## src/rtl/while_pkg.sv

```systemverilog
// Shared types and constants for the while-loop sequencer and its datapath.
package while_pkg;

    typedef enum logic [1:0] {
        IDLE = 2'd0,
        LOOP = 2'd1,
        CALC = 2'd2,
        HOLD = 2'd3
    } state_t;

    localparam int LOOP_STEP = 1;
    localparam int TEMP_INIT = 1;

endpackage : while_pkg

```

## src/rtl/while_step_dp.sv

```systemverilog
// Combinational multiply-subtract step: (temp * a) truncated to NX bits, minus b.
module while_step_dp #(
    parameter int NX = 8
) (
    input  logic [NX-1:0] i_temp,
    input  logic [NX-1:0] i_a,
    input  logic [NX-1:0] i_b,
    output logic [NX-1:0] o_result
);

    // Low NX bits of the product equal the NX-bit truncation of the full 2NX-bit product.
    logic [NX-1:0] w_prod_lo;

    assign w_prod_lo = i_temp * i_a;
    assign o_result  = w_prod_lo - i_b;

endmodule : while_step_dp

```

## src/rtl/while_loop_sequencer.sv

```systemverilog
// Handshaked sequencer: increments temp once per clock for COUNT cycles, then
// registers XOUT = (temp * A) - B and holds it until the consumer accepts.
module while_loop_sequencer
    import while_pkg::*;
#(
    parameter int NX   = 8,
    parameter int NCNT = 4
) (
    input  logic            CLK,
    input  logic            RST_N,
    input  logic            IN_VALID,
    output logic            IN_READY,
    input  logic [NX-1:0]   A,
    input  logic [NX-1:0]   B,
    input  logic [NCNT-1:0] COUNT,
    output logic            OUT_VALID,
    input  logic            OUT_READY,
    output logic [NX-1:0]   XOUT,
    output logic            BUSY
);

    state_t          r_state;
    state_t          w_state_nxt;
    logic [NX-1:0]   r_a;
    logic [NX-1:0]   r_b;
    logic [NX-1:0]   r_temp;
    logic [NCNT-1:0] r_cnt;
    logic [NX-1:0]   r_xout;
    logic [NX-1:0]   w_dp_result;
    logic            w_accept;
    logic            w_loop_last;

    assign w_accept    = IN_VALID && (r_state == IDLE);
    assign w_loop_last = (r_cnt == NCNT'(1));

    while_step_dp #(
        .NX (NX)
    ) u_step_dp (
        .i_temp   (r_temp),
        .i_a      (r_a),
        .i_b      (r_b),
        .o_result (w_dp_result)
    );

    always_ff @(posedge CLK or negedge RST_N) begin
        if (!RST_N) begin
            r_state <= IDLE;
        end else begin
            r_state <= w_state_nxt;
        end
    end

    always_comb begin
        w_state_nxt = r_state;
        case (r_state)
            IDLE: begin
                if (IN_VALID) begin
                    w_state_nxt = (COUNT != '0) ? LOOP : CALC;
                end
            end
            LOOP: begin
                if (w_loop_last) begin
                    w_state_nxt = CALC;
                end
            end
            CALC: begin
                w_state_nxt = HOLD;
            end
            HOLD: begin
                if (OUT_READY) begin
                    w_state_nxt = IDLE;
                end
            end
            default: begin
                w_state_nxt = IDLE;
            end
        endcase
    end

    // Operand capture and loop body; everything clears so a reset discards the job.
    always_ff @(posedge CLK or negedge RST_N) begin
        if (!RST_N) begin
            r_a    <= '0;
            r_b    <= '0;
            r_temp <= '0;
            r_cnt  <= '0;
        end else if (w_accept) begin
            r_a    <= A;
            r_b    <= B;
            r_cnt  <= COUNT;
            r_temp <= NX'(TEMP_INIT);
        end else if (r_state == LOOP) begin
            r_temp <= r_temp + NX'(LOOP_STEP);
            r_cnt  <= r_cnt - NCNT'(LOOP_STEP);
        end
    end

    always_ff @(posedge CLK or negedge RST_N) begin
        if (!RST_N) begin
            r_xout <= '0;
        end else if (r_state == CALC) begin
            r_xout <= w_dp_result;
        end
    end

    assign XOUT      = r_xout;
    assign OUT_VALID = (r_state == HOLD);
    assign IN_READY  = (r_state == IDLE);
    assign BUSY      = (r_state != IDLE);

endmodule : while_loop_sequencer
```

## config.mk

```make
export PLATFORM = sky130hd
export DESIGN_NAME = while_loop_sequencer
export DESIGN_NICKNAME = d
export VERILOG_FILES = /design/src/rtl/while_pkg.sv /design/src/rtl/while_step_dp.sv /design/src/rtl/while_loop_sequencer.sv
export SDC_FILE = /design/constraint.sdc
export NUM_CORES = 1
export LEC_CHECK = 0
export ABC_AREA = 1
export CORE_ASPECT_RATIO = 0.9
export CORE_UTILIZATION = 57
export CTS_BUF_LIST = sky130_fd_sc_hd__clkbuf_16
export DETAILED_ROUTE_END_ITERATION = 7
export HOLD_SLACK_MARGIN = 0.05
export PLACE_DENSITY = 0.81
export SYNTH_ARGS = -nofsm -noshare
export SYNTH_HDL_FRONTEND = slang
export SYNTH_SLANG_ARGS = --single-unit
```

## constraint.sdc

```tcl
create_clock -name CLK -period 4.8 [get_ports CLK]
set_clock_uncertainty 0.1 [all_clocks]
set_input_delay 0.72 -clock CLK [delete_from_list [all_inputs] [get_ports CLK]]
set_output_delay 0.72 -clock CLK [all_outputs]
set_load 0.02 [all_outputs]
```

After elaboration in Yosys (flattened, before gate mapping)
Cells that the tools add are included.
{"block": "word_totals", "register_bits": 38, "latch_bits": 0, "ramBits": 0, "mem_bits_ro": 0, "in_bits": 24, "out_inout_bits": 11, "word_cells": 32, "memories": 0}
{"block": "op_classes", "addsub": 3, "mul": 1, "div": 0, "n_lt_le_gt_ge": 0, "n_eq_ne": 7, "shift": 0, "mux": 9, "bitwise_logic": 0, "reduce_logical": 6}
{"op": "$mux 8", "count": 2}
{"op": "$add 8x1->8 const B", "count": 1}
{"op": "$mul 8x8->8", "count": 1}
{"op": "$mux 2", "count": 4}
{"op": "$mux 4", "count": 2}
{"op": "$pmux 2 s4", "count": 1}
{"op": "$sub 8x8->8", "count": 1}
{"op": "$eq 2x2->1 const B", "count": 2}
{"op": "$eq 4x1->1 const B", "count": 1}
{"op": "$ne 2x2->1 const B", "count": 2}
{"op": "$reduce_bool 2->1", "count": 2}
{"op": "$reduce_bool 4->1", "count": 1}
{"op": "$sub 4x1->4 const B", "count": 1}
{"op": "$reduce_and 3->1", "count": 1}
{"op": "$eq 2x1->1 const B", "count": 1}
{"op": "$logic_not 2->1", "count": 1}
{"op": "$ne 2x1->1 const B", "count": 1}
{"op": "$logic_and 1x1->1", "count": 1}

Depth between registers and ports, before layout
Gate-level depths: netlist of run 1.
{"block": "logic_depth", "depth_word": 4, "ltp_mapped": 22}

Cells and area by module
Synthesis of run 1 repeated with hierarchy kept, for this count alone.
{"block": "hier_totals", "cells_unflattened": 402, "hier_area_um2": 3094.2}
{"mod": "while_loop_sequencer", "n_inst": 1, "cells_per_inst": 200, "area_per_inst_um2": 1781.7, "seq_area_each_um2": 950.9}
{"mod": "while_step_dp", "n_inst": 1, "cells_per_inst": 202, "area_per_inst_um2": 1312.5, "seq_area_each_um2": 0.0}

Least setup slack after synthesis of run 1
OpenSTA, ideal clock, no wires.
{"block": "synth_timing", "kind": "flip-flop to flip-flop", "startpoint": "register r_a[2]", "endpoint": "register r_xout[7] (netlist: XOUT[7])", "setup_time_ns": 0.118, "arrival_ns": 3.660, "required_ns": 4.582, "setup_slack_ns": 0.923, "stages_incl_launch_ff": 19, "path_buffers": 1, "cell_sequence": "dfrtp_1 buf_2 nand2_1 fa_1 inv_1 fa_1 fa_1 inv_1 fa_1 inv_1 ha_1 a21oi_1 nand2_1 nor2_1 nand3_1 nand2_4 nand3_1 nand3_1 nand2_1"}
{"block": "synth_between", "elab_chain_cells": 2}
{"item": "start, declared", "line_no": "while_loop_sequencer.sv:24", "source": "logic [NX-1:0] r_a;"}
{"item": "start signal, assigned", "line_no": "while_loop_sequencer.sv:83", "source": "r_a <= '0;"}
{"item": "start signal, assigned", "line_no": "while_loop_sequencer.sv:88", "source": "r_a <= A;"}
{"item": "$mul 8x8->8", "line_no": "while_step_dp.sv:14", "source": "assign w_prod_lo = i_temp * i_a;"}
{"item": "$sub 8x8->8", "line_no": "while_step_dp.sv:15", "source": "assign o_result = w_prod_lo - i_b;"}
{"item": "end signal, assigned", "line_no": "while_loop_sequencer.sv:102", "source": "r_xout <= w_dp_result;"}
{"item": "end, declared", "line_no": "while_loop_sequencer.sv:28", "source": "logic [NX-1:0] r_xout;"}
No other way between the ends.
A chain may end at the register's enable or synchronous reset.

Worst setup path after layout of run 1
{"block": "layout_timing", "startpoint": "register r_temp[4]", "endpoint": "register r_xout[7] (netlist: XOUT[7])"}
{"block": "layout_between", "elab_chain_cells": 2}
{"item": "start, declared", "line_no": "while_loop_sequencer.sv:26", "source": "logic [NX-1:0] r_temp;"}
{"item": "start signal, assigned", "line_no": "while_loop_sequencer.sv:91", "source": "r_temp <= NX'(TEMP_INIT);"}
{"item": "start signal, assigned", "line_no": "while_loop_sequencer.sv:93", "source": "r_temp <= r_temp + NX'(LOOP_STEP);"}
{"item": "$mul 8x8->8", "line_no": "while_step_dp.sv:14"}
{"item": "$sub 8x8->8", "line_no": "while_step_dp.sv:15"}
No other way between the ends.

==> results of run 1 <==
report_power, final:
part / switching, mW / internal, mW
clock network: 0.128 / 0.188
registers: 0.148 / 0.464
logic: 1.05 / 0.732
per-stage QoR:
step           cell area, µm²  hold slack, ns
2_1_floorplan            3110           0.324
3_3_place_gp             3440           0.357
3_5_place_dp             3440           0.364
4_1_cts                  3570           0.378
5_1_grt                  3570           0.404
6_report                 3570           0.371
routing by layer:
metal  track usage (%)  up-vias  share of wire [%]
met5                 0        -                  0
met2              43.8       42                 50
met4              7.14        0                1.6
li1                  -     1279                  -
met3              3.65        9                3.0
met1              32.0     1180                 45
cells by family (layout without fill, tap and decap cells):
family          after synthesis  after routing  synth area share (%)
compound gates               33             33                  5.84
xor+xnor                      5              5                  1.41
fa+ha+maj                    46             46                  22.9
buf+inv                      95            124                  12.8
flops                        38             38                  30.6
simple gates                190            190                  26.5
critical path, cell delays in order (launching register included):
cell     delay [ns]
dfrtp_1        0.52
nand2_1        0.14
fa_1           0.56
inv_1          0.05
fa_1           0.48
fa_1           0.51
inv_1          0.06
fa_1           0.52
inv_1          0.04
ha_1           0.34
a21oi_1        0.16
nand2_1        0.07
nor2_1         0.12
nand3_1        0.13
nand2_4        0.09
nand3_1        0.07
nand3_1        0.09
nand2_1        0.05
how the worst min path moves through the flow:
stage	from	depth (start not counted)	slack [ns]	to
after global routing	XOUT[1]	2	0.40	XOUT[1]
final	XOUT[1]	2	0.37	XOUT[1]
after detailed placement	XOUT[2]	2	0.36	XOUT[2]
after CTS	XOUT[2]	2	0.38	XOUT[2]
after global placement	XOUT[1]	2	0.36	XOUT[1]
after floorplan	RST_N	0	0.32	XOUT[0]
placed cells by master, fill, tap and decap left out, drive strengths merged, types with 2 or more instances in the layout:
cell and n:
a21oi 9, clkbuf 5, clkdlybuf4s50 33, clkinv 2, dfrtp 38, fa 18
ha 28, inv 83, nand2 151, nand3 23, nor2 13, nor3 2
o211ai 2, o21ai 18, xnor2 2, xor2 3
sequential cells by signal (all words and copies together) (netlist names):
register	flops
r_b	8
XOUT	8
r_temp	8
r_cnt	4
r_state	2
r_a	8
cell type report:
class	count	share of cell area, %
multi-input cells	274	49.2
clock inverters	3	0.350
flip-flops and latches	38	26.6
well taps	67	2.35
clock buffers	5	3.50
repair buffers	34	9.38
inverters	82	8.61
==> metrics.md, run 1 <==
| Metric | Value |
|---|---|
| Crit end category | register |
| # Post-CTS Setup Buffers | 0 |
| Top cells by area, synth | dfrtp_1 (31%), nand2_1 (17%), fa_1 (12%) |
| Critical path fanouts, max | 10 |
| RR Endpoint | XOUT[7] |
| Wire per inst | around 13 µm |
| Post-Syn Area | between 0.003 and 0.004 mm² |
| Bufs on Longest Clock Path | 2 |
| Reg2Reg Depth | 17 |
| Hold_buf cts | 0 |
| FF-to-FF Start | r_temp[4] |
| Clk_lat worst skew | between 0.2 and 0.3 ns |
| Iter 0 DRT Violations | 120 |
| Seq/Total Area, Yosys | a little over 30% |
| Unrepaired setup endpoints after global routing | no |
| Crit path time final | between 4 and 5 ns |
| Synth area leader | dfrtp_1 |
| Register area | 951 µm² |
| Status | completed |
| ANT nets after route | 0 |
| Max-Cap Viols | 0 |
| Syn Nets | approximately 480 |
| Count of pins over their slew limit | 0 |
| Core Util, Final | 68.0% |
| Diode count | 0 |
| Clock transition at path regs | about 0.060 ns |
| Leak pwr | about 2.0 nW |
| Design Power | 2.71 mW |
| Yosys reg bits | 38 |
| # fillers | ~450 |
| Synth top area share | a little under a third |
| Worst Setup EP | XOUT[7] |
| Vias/cell | between 4 and 5 |
| H-tree levels | 2 |
| Cell count after placement | 495 |
| Die area | 0.00575 mm² |
| Pin count of the biggest net entering global routing | 39 |
| Crit Path Class | reg -> reg |
| IO Count | 35 |
| Vias in the first global route | about 2500 |
| Final setup margin | 0.594 ns |
| GRT Util Overall | 24.9% |
| PD cells | approximately 760 mW/mm² |
| Share of flip-flops with an asynchronous set or reset | 100% |
| Grt ovf | 0 |
| Hold Path Class | reg -> reg |
| Area of the multi-input gates | approximately 0.0018 mm² |
| DP HPWL | about 4.9 mm |
| Initial antenna violation count | 0 |
| Data required time of the critical path | a little under 5 ns |
| Die width | between 70 and 80 µm |
| Share of layout cells above drive strength 1 | 6.88% |
| CP Launch Type | register |
| Area growth, synth to finish | 15.0% |
| Mapped Avg Cell Area | around 7.6 µm² |
| DIE HEIGHT | 72.1 µm |
| Hold Vio Cnt, Final | 0 |
| Fmax achieved | 238 MHz |
| EDFF count, synth | 0 |
| PortBufs | 34 |
| Setup TNS | 0 ns |
| Wire length of the first global-routing pass | between 10 and 15 mm |
| Cts bufs inserted | 5 |
| Setup WS pre-CTS | approximately 0.60 ns |
| Root buffer cell | clkbuf_16 |
| Data arrival, critical path | roughly 4.3 ns |
| Top_reg_cell synth | dfrtp_1 |
| Setup crit start | r_temp[4] |
| DRT Wirelength | 6.33 mm |
| NumNets Final | 505 |
| Non-filler instance count after layout | roughly 500 |
| Most common cell in the netlist | nand2_1 |
| Yosys warning count | 0 |
| Starting Density | 59.1% |
| Num rows | 25 |
| VDD IR max | between 0.4 and 0.5 mV |
| Netlist cell types | 28 |
| Cells after Synth | approximately 410 |
| Synth cell count leaders | nand2_1 (138), inv_1 (79), dfrtp_1 (38) |
| Final setup fails | 0 |
| Max-slew headroom | a little over two fifths |
| Final period utilization | between 80% and 90% |
| Post-CTS sizing | 0 |
| Worst-Margin Slew | 0.850 ns |
| Routed vias | 2510 |
| Residual DRC | 0 |
| Total core area | 0.00526 mm² |
| Setup slack on the worst flop-to-flop path | 0.59 ns |
| DR pass1 iterations | 4 |
| GP Congestion | about 0.86 |
| Clock sinks | 38 |
| TritonCTS clock tree | yes |
Power figures use the tool's default switching activity.
==> run 2, diff against run 1 <==
--- a/config.mk
+++ b/config.mk
@@ -6,7 +6,7 @@
 export NUM_CORES = 1
 export LEC_CHECK = 0
 export ABC_AREA = 1
-export CORE_ASPECT_RATIO = 0.9
+export CORE_ASPECT_RATIO = 1.5
 export CORE_UTILIZATION = 57
 export CTS_BUF_LIST = sky130_fd_sc_hd__clkbuf_16
 export DETAILED_ROUTE_END_ITERATION = 7
==> run 2 against run 1 <==
  * Die area is essentially flat
  * Register-to-register slack improved by 0.07 ns
  * Wire length increased by 0.57%
  * Final cell count up 0.20%
  * Via count up 2.5%
  * Largest power group unchanged
==> metrics.md, run 2 (synthesized netlist as in run 1, its figures left out) <==
| Metric | Value |
|---|---|
| Leak pwr | 1.95 nW (-0.26%) |
| Total core area | 0.00520 mm² (-0.95%) |
| DP HPWL | 4.87 mm (-1.2%) |
| Max-Cap Viols | 0 (unchanged) |
| CP Launch Type | register |
| Design Power | 2.72 mW (about the same) |
| Initial antenna violation count | 0 (unchanged) |
| Clk_lat worst skew | 0.28 ns (about the same) |
| Starting Density | 59.7% (+0.57 points) |
| Grt ovf | 0 (unchanged) |
| GP Congestion | 0.876 (+1.5%) |
| Fmax achieved | 242 MHz (+1.6%) |
| Commonest non-fill, non-tap cells in the layout | nand2_1 (138), inv_1 (79), dfrtp_1 (38) |
| Data arrival, critical path | 4.21 ns (-0.07 ns) |
| Cts bufs inserted | 5 (unchanged) |
| Area of the multi-input gates | 0.00176 mm² (unchanged) |
| Setup TNS | 0 ns (unchanged) |
| Vias/cell | 5.11 (+2.3%) |
| # Post-CTS Setup Buffers | 0 (unchanged) |
| Status | completed |
| Num rows | 32 (+28%) |
| Hold Vio Cnt, Final | 0 (unchanged) |
| Data required time of the critical path | 4.88 ns (about the same) |
| Die area | 0.00576 mm² (about the same) |
| NumNets Final | 505 (unchanged) |
| Clock transition at path regs | 0.06 ns (about the same) |
| DRT Wirelength | 6.37 mm (+0.57%) |
| Switching pwr | 1.33 mW (-0.26%) |
| Crit end category | register |
| VDD IR max | 0.402 mV (-11%) |
| TritonCTS clock tree | yes |
| Commonest non-fill, non-tap cell in the layout | nand2_1 |
| Hold Path Class | reg -> reg |
| Wire length of the first global-routing pass | 11.2 mm (+2.2%) |
| Post-Place Cell Area | 0.00344 mm² (about the same) |
| GRT Util Overall | 25.2% (+0.29 points) |
| Critical path fanouts, max | 10 (unchanged) |
| Final period utilization | 86.2% (-1.4 points) |
| ANT nets after route | 0 (unchanged) |
| Vias in the first global route | 2615 (+6.2%) |
| Clock sinks | 38 (unchanged) |
| Diode count | 0 (unchanged) |
| Area growth, synth to finish | 15.2% |
| Root buffer cell | clkbuf_16 |
| Count of pins over their slew limit | 0 (unchanged) |
| Post-CTS sizing | 0 (unchanged) |
| Combinational power share | 65.7% (about the same) |
| Cell area after layout | 0.00358 mm² (+0.14%) |
| IO Count | 35 (unchanged) |
| Power Internal | 1.39 mW (+0.29%) |
| Register area | 951 µm² (unchanged) |
| Pin count of the biggest net entering global routing | 39 (unchanged) |
| Final setup margin | 0.662 ns (+0.0672 ns) |
| Crit Path Class | reg -> reg |
| H-tree levels | 2 (unchanged) |
| Die width | 62.3 µm (-22%) |
| PD cells | 759 mW/mm² (-0.12%) |
| Iter 0 DRT Violations | 96 (-20%) |
| Residual DRC | 0 (unchanged) |
| Crit path time final | 4.14 ns (-0.0672 ns) |
| Clock power share | 11.9% (+0.3 points) |
| DIE HEIGHT | 92.4 µm (+28%) |
| Unrepaired setup endpoints after global routing | no |
| Worst-Margin Slew | 0.858 ns (+0.00803 ns) |
| PortBufs | 34 (unchanged) |
| Sw frac | 48.9% (-0.14 points) |
| Routed vias | 2574 (+2.5%) |
| # fillers | 449 (-1.1%) |
| DR pass1 iterations | 4 (unchanged) |
| Bufs on Longest Clock Path | 2 (unchanged) |
| Hold_buf cts | 0 (unchanged) |
| Sequential share of power | 22.4% (about the same) |
| Setup WS pre-CTS | 0.651 ns (+0.0486 ns) |
| Final setup fails | 0 (unchanged) |
| Wire per inst | 12.6 µm (+0.37%) |
| Share of layout cells above drive strength 1 | 7.11% (+0.23 points) |
| Max-slew headroom | 42.8% (-0.54 points) |
run 2: power by group through the flow:
| stage | Combinational [mW] | Sequential (mW) | Clock [mW] |
|---|---|---|---|
| after floorplan | 1.42 | 0.575 | 0 |
| after global placement | 1.71 | 0.604 | 0 |
| after detailed placement | 1.78 | 0.610 | 0 |
| after CTS | 1.81 | 0.605 | 0.326 |
| after global routing | 2.07 | 0.627 | 0.342 |
| final | 1.78 | 0.607 | 0.323 |
run 2: worst paths after layout:
check	slack, ns	to	startpoint	cells after the start
hold reg to reg	0.38	XOUT[2]	XOUT[2]	2
hold / removal	0.38	XOUT[2]	XOUT[2]	2
setup / recovery	0.66	XOUT[7]	r_a[0]	17
max in group asynchronous	3.62	r_cnt[1]	RST_N	1
min in group asynchronous	0.44	r_b[1]	RST_N	1
setup reg to reg	0.66	XOUT[7]	r_a[0]	17
run 2: routing by layer:
metal	vias to the layer above	wire [µm]	track usage, %
li1	1279	-	-
met1	1236	2430	25.1
met2	47	3580	51.0
met3	12	177	3.33
met4	0	171	10.3
met5	-	0	0
run 2: metrics by stage:
stage                     cells  hold slack [ns]  utilization [%]
final                       504            0.379             68.8
after global placement      496            0.356             66.1
after detailed placement    496            0.370             66.1
after floorplan             407            0.324                -
after CTS                   504            0.384             68.8
after global routing        504            0.398             68.8
run 2: layout make-up:
cell class	count	share of cell area, %
multi-input combinational	274	49.1
sequential	38	26.6
clock buffer	5	3.50
tap	68	2.38
clock inverter	3	0.454
timing repair buffer	34	9.37
inverter	82	8.60
run 2: critical path, stage by stage (launching register included):
cell	delay, ns
dfrtp_1	0.56
nand2_1	0.13
fa_1	0.50
inv_1	0.05
fa_1	0.47
fa_1	0.49
inv_1	0.05
fa_1	0.53
inv_1	0.04
ha_1	0.33
a21oi_1	0.16
nand2_1	0.06
nor2_1	0.12
nand3_1	0.13
nand2_4	0.09
nand3_1	0.06
nand3_1	0.08
nand2_1	0.05
==> run 3, diff against run 2 <==
--- a/config.mk
+++ b/config.mk
@@ -10,6 +10,7 @@
 export CORE_UTILIZATION = 57
 export CTS_BUF_LIST = sky130_fd_sc_hd__clkbuf_16
 export DETAILED_ROUTE_END_ITERATION = 7
+export GPL_ROUTABILITY_DRIVEN = 0
 export HOLD_SLACK_MARGIN = 0.05
 export PLACE_DENSITY = 0.81
 export SYNTH_ARGS = -nofsm -noshare
==> results of run 3 <==
No change in the layout: final DEF, timing and power equal those of run 2.
